File: src/rtl/cbus_rr_arbiter_pkg.sv
// cbus_rr_arbiter_pkg: shared cache-bus request/response types and the arbiter state encoding.
package cbus_rr_arbiter_pkg;

    typedef struct packed {
        logic        valid;
        logic        is_write;
        logic [31:0] addr;
        logic [2:0]  size;
        logic [3:0]  len;
        logic [3:0]  strobe;
        logic [31:0] data;
    } cbus_req_t;

    typedef struct packed {
        logic        ready;
        logic        last;
        logic [31:0] data;
    } cbus_resp_t;

    typedef enum logic {
        IDLE = 1'b0,
        BUSY = 1'b1
    } arb_state_t;

endpackage

File: src/rtl/cbus_rr_arbiter_rr_pick.sv
// rr_pick: combinational round-robin selector.
//   valid : per-requester request flags
//   ptr   : index with highest priority this round
//   found : at least one valid
//   idx   : first valid index scanning ptr, ptr+1, ... with wrap
module rr_pick #(
    parameter int N     = 3,
    parameter int IDX_W = $clog2(N)
) (
    input  logic [N-1:0]     valid,
    input  logic [IDX_W-1:0] ptr,
    output logic             found,
    output logic [IDX_W-1:0] idx
);

    logic [IDX_W-1:0] cand;

    // Wrap is compare-and-clear so non-power-of-two N stays correct.
    always_comb begin
        found = 1'b0;
        idx   = '0;
        cand  = ptr;
        for (int k = 0; k < N; k++) begin
            if (!found && valid[cand]) begin
                found = 1'b1;
                idx   = cand;
            end
            cand = (cand == IDX_W'(N - 1)) ? '0 : cand + IDX_W'(1);
        end
    end

endmodule

File: src/rtl/cbus_rr_arbiter.sv
// cbus_rr_arbiter: transaction-locked round-robin arbiter for the shared cache bus.
//   clk, resetn : clock, synchronous active-low reset
//   ireqs       : requests (0 = DCache, 1 = ICache, 2 = uncached)
//   iresps      : responses, zero for every non-granted requester
//   oreq, oresp : downstream bus request/response
//   busy        : a grant is active
//   grant_idx   : current or last granted requester
module cbus_rr_arbiter
    import cbus_rr_arbiter_pkg::*;
#(
    parameter  int NUM_INPUTS = 3,
    localparam int IDX_W      = $clog2(NUM_INPUTS)
) (
    input  logic                          clk,
    input  logic                          resetn,
    input  cbus_req_t  [NUM_INPUTS-1:0]   ireqs,
    output cbus_resp_t [NUM_INPUTS-1:0]   iresps,
    output cbus_req_t                     oreq,
    input  cbus_resp_t                    oresp,
    output logic                          busy,
    output logic       [IDX_W-1:0]        grant_idx
);

    arb_state_t             state, next_state;
    logic [IDX_W-1:0]       ptr, pick_idx;
    logic [NUM_INPUTS-1:0]  valids;
    logic                   found, done;

    always_comb begin
        valids = '0;
        for (int i = 0; i < NUM_INPUTS; i++) valids[i] = ireqs[i].valid;
    end

    rr_pick #(.N(NUM_INPUTS), .IDX_W(IDX_W)) u_pick (
        .valid (valids),
        .ptr   (ptr),
        .found (found),
        .idx   (pick_idx)
    );

    assign done = oresp.ready & oresp.last;

    always_ff @(posedge clk) begin
        if (!resetn) begin
            state     <= IDLE;
            ptr       <= '0;
            grant_idx <= '0;
        end else begin
            state <= next_state;
            if (state == IDLE && found) grant_idx <= pick_idx;
            // Priority moves to the requester after the one just served.
            if (state == BUSY && done)
                ptr <= (grant_idx == IDX_W'(NUM_INPUTS - 1)) ? '0 : grant_idx + IDX_W'(1);
        end
    end

    always_comb
        next_state = (state == IDLE) ? (found ? BUSY : IDLE) : (done ? IDLE : BUSY);

    always_comb begin
        oreq   = '0;
        iresps = '0;
        if (state == BUSY) begin
            oreq              = ireqs[grant_idx];
            iresps[grant_idx] = oresp;
        end
    end

    assign busy = (state == BUSY);

endmodule

File: config.mk
export PLATFORM = sky130hd
export DESIGN_NAME = cbus_rr_arbiter
export DESIGN_NICKNAME = d
export VERILOG_FILES = /design/src/rtl/cbus_rr_arbiter_pkg.sv /design/src/rtl/cbus_rr_arbiter_rr_pick.sv /design/src/rtl/cbus_rr_arbiter.sv
export SDC_FILE = /design/constraint.sdc
export NUM_CORES = 1
export LEC_CHECK = 0
export CORE_AREA = 2 2 172 174
export DETAILED_ROUTE_END_ITERATION = 6
export DIE_AREA = 0 0 174 176
export PLACE_DENSITY = 0.51
export SLEW_MARGIN = 20
export SYNTH_ARGS = -nofsm -noshare
export SYNTH_HDL_FRONTEND = slang
export SYNTH_SLANG_ARGS = --single-unit
File: constraint.sdc
create_clock -name clk -period 2.4 [get_ports clk]
set_input_delay 0.48 -clock clk [delete_from_list [all_inputs] [get_ports clk]]
set_output_delay 0.48 -clock clk [all_outputs]
set_load 0.05 [all_outputs]
* Yosys cells after proc, flatten, opt, wreduce, memory -nomap -nowiden
Cells that the tools add are included.
** Storage, ports and cells
- Register bits after elaboration :: 5
- Latch bits :: 0
- Memory bits (writable) :: 0
- ROM bits :: 0
- Input bits :: 267
- Logic and storage cells :: 48
- Memories :: 0
** Cells by class
- Add/sub/neg operators :: 3
- $mul :: 0
- Divide/modulo/power cells :: 0
- Magnitude comparators :: 5
- Equal/unequal tests :: 3
- Shifts and indexed selects :: 0
- Multiplexer cells :: 24
- Bitwise logic cells :: 3
- Reduce and logical (&&, ||, !) cells :: 7
** Operators by type and width (count)
- binary-select mux 77 bit (select 2 bit) :: 1
- two-way mux 77 bit :: 2
- AND 102 bit :: 1
- two-way mux 102 bit :: 1
- demux 34 bit (select 2 bit) :: 1
- two-way mux 34 bit :: 1
- < comparator 2 x 3 -> 1 bit, second input constant :: 4
- two-way mux 2 bit :: 6
- two-way mux 1 bit :: 9
- adder 2 x 1 -> 2 bit, second input constant :: 3
- binary-select mux 1 bit (select 2 bit) :: 3
- == test 2 bit, second input constant :: 3
- logical AND 1 bit :: 5
- greater-or-equal comparator 2 x 1 -> 1 bit, second input constant :: 1
- logical NOT 1 bit :: 2
- AND 1 bit :: 1
- NOT 1 bit :: 1

* Depth between registers and ports, before layout
- Depth after elaboration :: 11
- Depth in mapped cells :: 7
- Depth with buffers taken out :: 3

* Hierarchy
From an unflattened synthesis, not the netlist that was laid out.
** Unflattened totals
- Cells, all modules :: 531
- Area total of the unflattened synthesis :: 3403.3 µm²
** Modules (own cells, without submodules)
- cbus_rr_arbiter :: instances 1, cells an instance 523, area an instance 3354.5 µm², seq. area each 100.1 µm²
- rr_pick :: instances 1, cells an instance 8, area an instance 48.8 µm², seq. area each 0.0 µm²

* Worst setup path after synthesis
No wires, ideal clock.
- Kind :: reg2out
- Start :: reg grant_idx[1]
- End :: out oreq[46] in the netlist's numbering
- Arrival time :: 2222 ps
- Data required time :: 1920 ps
- Path slack :: -302 ps
- Cell stages (with the launch flop) :: 8
- Path buffers :: 4
- Cell sequence :: dfxtp_1 buf_2 nor2b_1 buf_2 buf_6 buf_4 nand2_1 a21oi_1
** RTL lines
- start, declared :: RTL line cbus_rr_arbiter.sv:21 : output logic [IDX_W-1:0] grant_idx
- start signal, assigned :: RTL line cbus_rr_arbiter.sv:50 : if (state == IDLE && found) grant_idx <= pick_idx;
- end, declared :: RTL line cbus_rr_arbiter.sv:18 : output cbus_req_t oreq,

==> results.json <==
{
  "syn-num-nets": 795,
  "firstDrtPassIters": 4,
  "yosys.area.top_type": "mux2i_1",
  "synth_cells": 528,
  "synth_cell_types": 27,
  "dieArea_sq_um": 30600,
  "power.density_nw_per_um2": 277,
  "synth_warnings": 0,
  "setup.worst_path.start_class": "register",
  "dr_total_vias": 5150,
  "grt_pass1_wl_mm": 29.8,
  "fin_crit_sh": 0.937,
  "synthTopCellsByCount": "nand2_1 (116), nor2_1 (104), mux2i_1 (77)",
  "cts_tree": "yes",
  "post-cts-setup-buffer-count": 0,
  "maxCapViolCount": 0,
  "drive_gt1_frac": 0.366,
  "clockBufferDepth": 2,
  "slew_headroom": 0.723,
  "area_growth_pct": 212,
  "critPathMaxFanout": 19,
  "end_kind": "output pin",
  "floorplan.initialDensity": 0.107,
  "diodes": 0,
  "hold_viol": 0,
  "drtIter0Drc": 155,
  "num_rows": 62,
  "rsz0062_at_grt": "no",
  "leakage_nw": 3.51,
  "hpwl_mm": 17.5,
  "synth_most_common_cell": "nand2_1",
  "drc_errors": 0,
  "synthFlopType": "dfxtp_1",
  "grt_pass1_vias": 5108,
  "dpl.cell_count": 1331,
  "vias_per_cell": 3.86,
  "fin_cells": 1335,
  "io_pins": 449,
  "hp-class": "reg -> reg",
  "pre_cts_ws_ns": 0.117,
  "avgSynthCellArea_sq_um": 5.77,
  "ctsHoldBuffers": 0,
  "cp.arrival_ns": 1.77,
  "clockRootBuffer": "clkbuf_16",
  "numCtsBuffers": 3,
  "place_area_sq_um": 9410,
  "core_sq_um": 28500,
  "die_y_microns": 176,
  "synth_edf_count": 0,
  "die_w_microns": 174,
  "p_total_mw": 2.63,
  "overflow": 0,
  "antenna_left": 0,
  "min_period_ns": 2.25,
  "h-tree-depth": 1,
  "fmax_mhz": 445,
  "synthTopCellsByArea": "mux2i_1 (25%), nand2_1 (14%), nor2_1 (13%)",
  "ys_seq_area_frac": 0.0329,
  "finalInstanceArea_sq_um": 9490,
  "syn_area_sq_um": 3040,
  "clk_pin_slew_ns": 0.03,
  "setup_viol": 0,
  "clock_latency_ns": 0.23,
  "io_buffers": 448,
  "synth_top_area_frac": 0.253,
  "hold_slack_ns": 0.485,
  "cts.sinks": 5,
  "outcome": "complete, no violations",
  "worstMarginPinSlew_ns": 0.415,
  "async_flop_share": 0,
  "gp_congestion": 0.797,
  "skew_ns": 0.00163,
  "cp.required_ns": 1.92,
  "crit_type": "reg -> out",
  "worst_slack_ns": 0.150,
  "maxSlewViolCount": 0,
  "grt_antenna_before_repair": 0,
  "post_drt_wl_per_cell_microns": 15.5,
  "grt_max_degree": 42,
  "nets": 1219,
  "yosys_register_bits": 5,
  "peakVddDrop_uv": 159,
  "wirelength_mm": 20.7,
  "grt_usage": 0.124
}
## stage by stage
| stage | TNS, ns | utilization |
|---|---|---|
| final | 0 | 0.332 |
| after global routing | 0 | 0.332 |
| after CTS | 0 | 0.332 |
| after detailed placement | 0 | 0.329 |
| after global placement | 0 | 0.329 |
| after floorplan | -3.23 | - |
## what timing repair did
item / CTS / global route
endpoints found under the setup margin: 0 / 1
gates resized for setup: 0 / 1
endpoints found under the hold margin: 0 / 0
## path summary, 6_finish.rpt
path                          to  slack [ns]                       from  depth (start not counted)
max                     oreq[42]        0.15  grant_idx[0]$_SDFFE_PN0P_                          6
min          ptr[0]$_SDFFE_PN0P_        0.49        ptr[0]$_SDFFE_PN0P_                          2
max reg2reg  ptr[1]$_SDFFE_PN0P_        0.88  grant_idx[1]$_SDFFE_PN0P_                          5
min reg2reg  ptr[0]$_SDFFE_PN0P_        0.49        ptr[0]$_SDFFE_PN0P_                          2
## placed cells by master, fill, tap and decap left out
master,instances
a2bb2oi_1,1
a21boi_1,1
buf_4,81
o22ai_1,1
o31a_1,1
dfxtp_2,1
buf_12,122
a21oi_2,49
nor2_1,102
clkbuf_16,3
dfxtp_4,1
a21boi_0,2
mux2i_1,77
nor2b_4,1
buf_6,1
or2_2,59
dfxtp_1,3
clkdlybuf4s50_1,266
nand3_1,3
nor3_1,1
a21oi_4,27
nand2b_1,3
a21oi_1,3
clkbuf_1,1
inv_1,1
o32ai_1,1
inv_6,1
nand2_1,116
or2_1,20
nor2_2,2
## report_power, final
part / total [mW] / leakage (nW) / switching (mW) / internal [mW]
clock network: 0.272 / 0.0382 / 0.0520 / 0.220
registers: 0.0948 / 0.0421 / 0.00732 / 0.0874
logic: 2.26 / 3.43 / 1.14 / 1.12
## state kept, by name, summed over array words and instances (netlist names)
name       cells
busy           1
ptr            2
grant_idx      2
## layout make-up
type	instances	area, sq um
fillers	3016	19100
repair buffers	470	5720
multi-input cells	470	3090
well taps	384	480
flip-flops and latches	5	105
clock buffers	4	78.8
inverters	2	12.5
## kinds of logic after synthesis
group	after synthesis	share of synthesized area
AO/OA/AOI/OAI	86	0.160
buffers and inverters	53	0.105
flip-flops	5	0.0329
multiplexers	77	0.253
AND/OR/NAND/NOR	307	0.448
## worst max-delay path: stages, from the launching register on
cell	delay (ns)
dfxtp_4	0.42
buf_12	0.22
buf_12	0.17
mux2i_1	0.08
or2_2	0.28
a21oi_2	0.17
buf_12	0.16
## metal layers
layer | up-vias | routed length (microns) | global-route usage
met1 | 2327 | 8160 | 0.144
met3 | 12 | 1590 | 0.0349
met5 | - | 0 | 0
met4 | 0 | 252 | 0.0203
li1 | 2565 | - | -
met2 | 246 | 10700 | 0.230
Note: power is estimated with default switching activity, not from simulation.
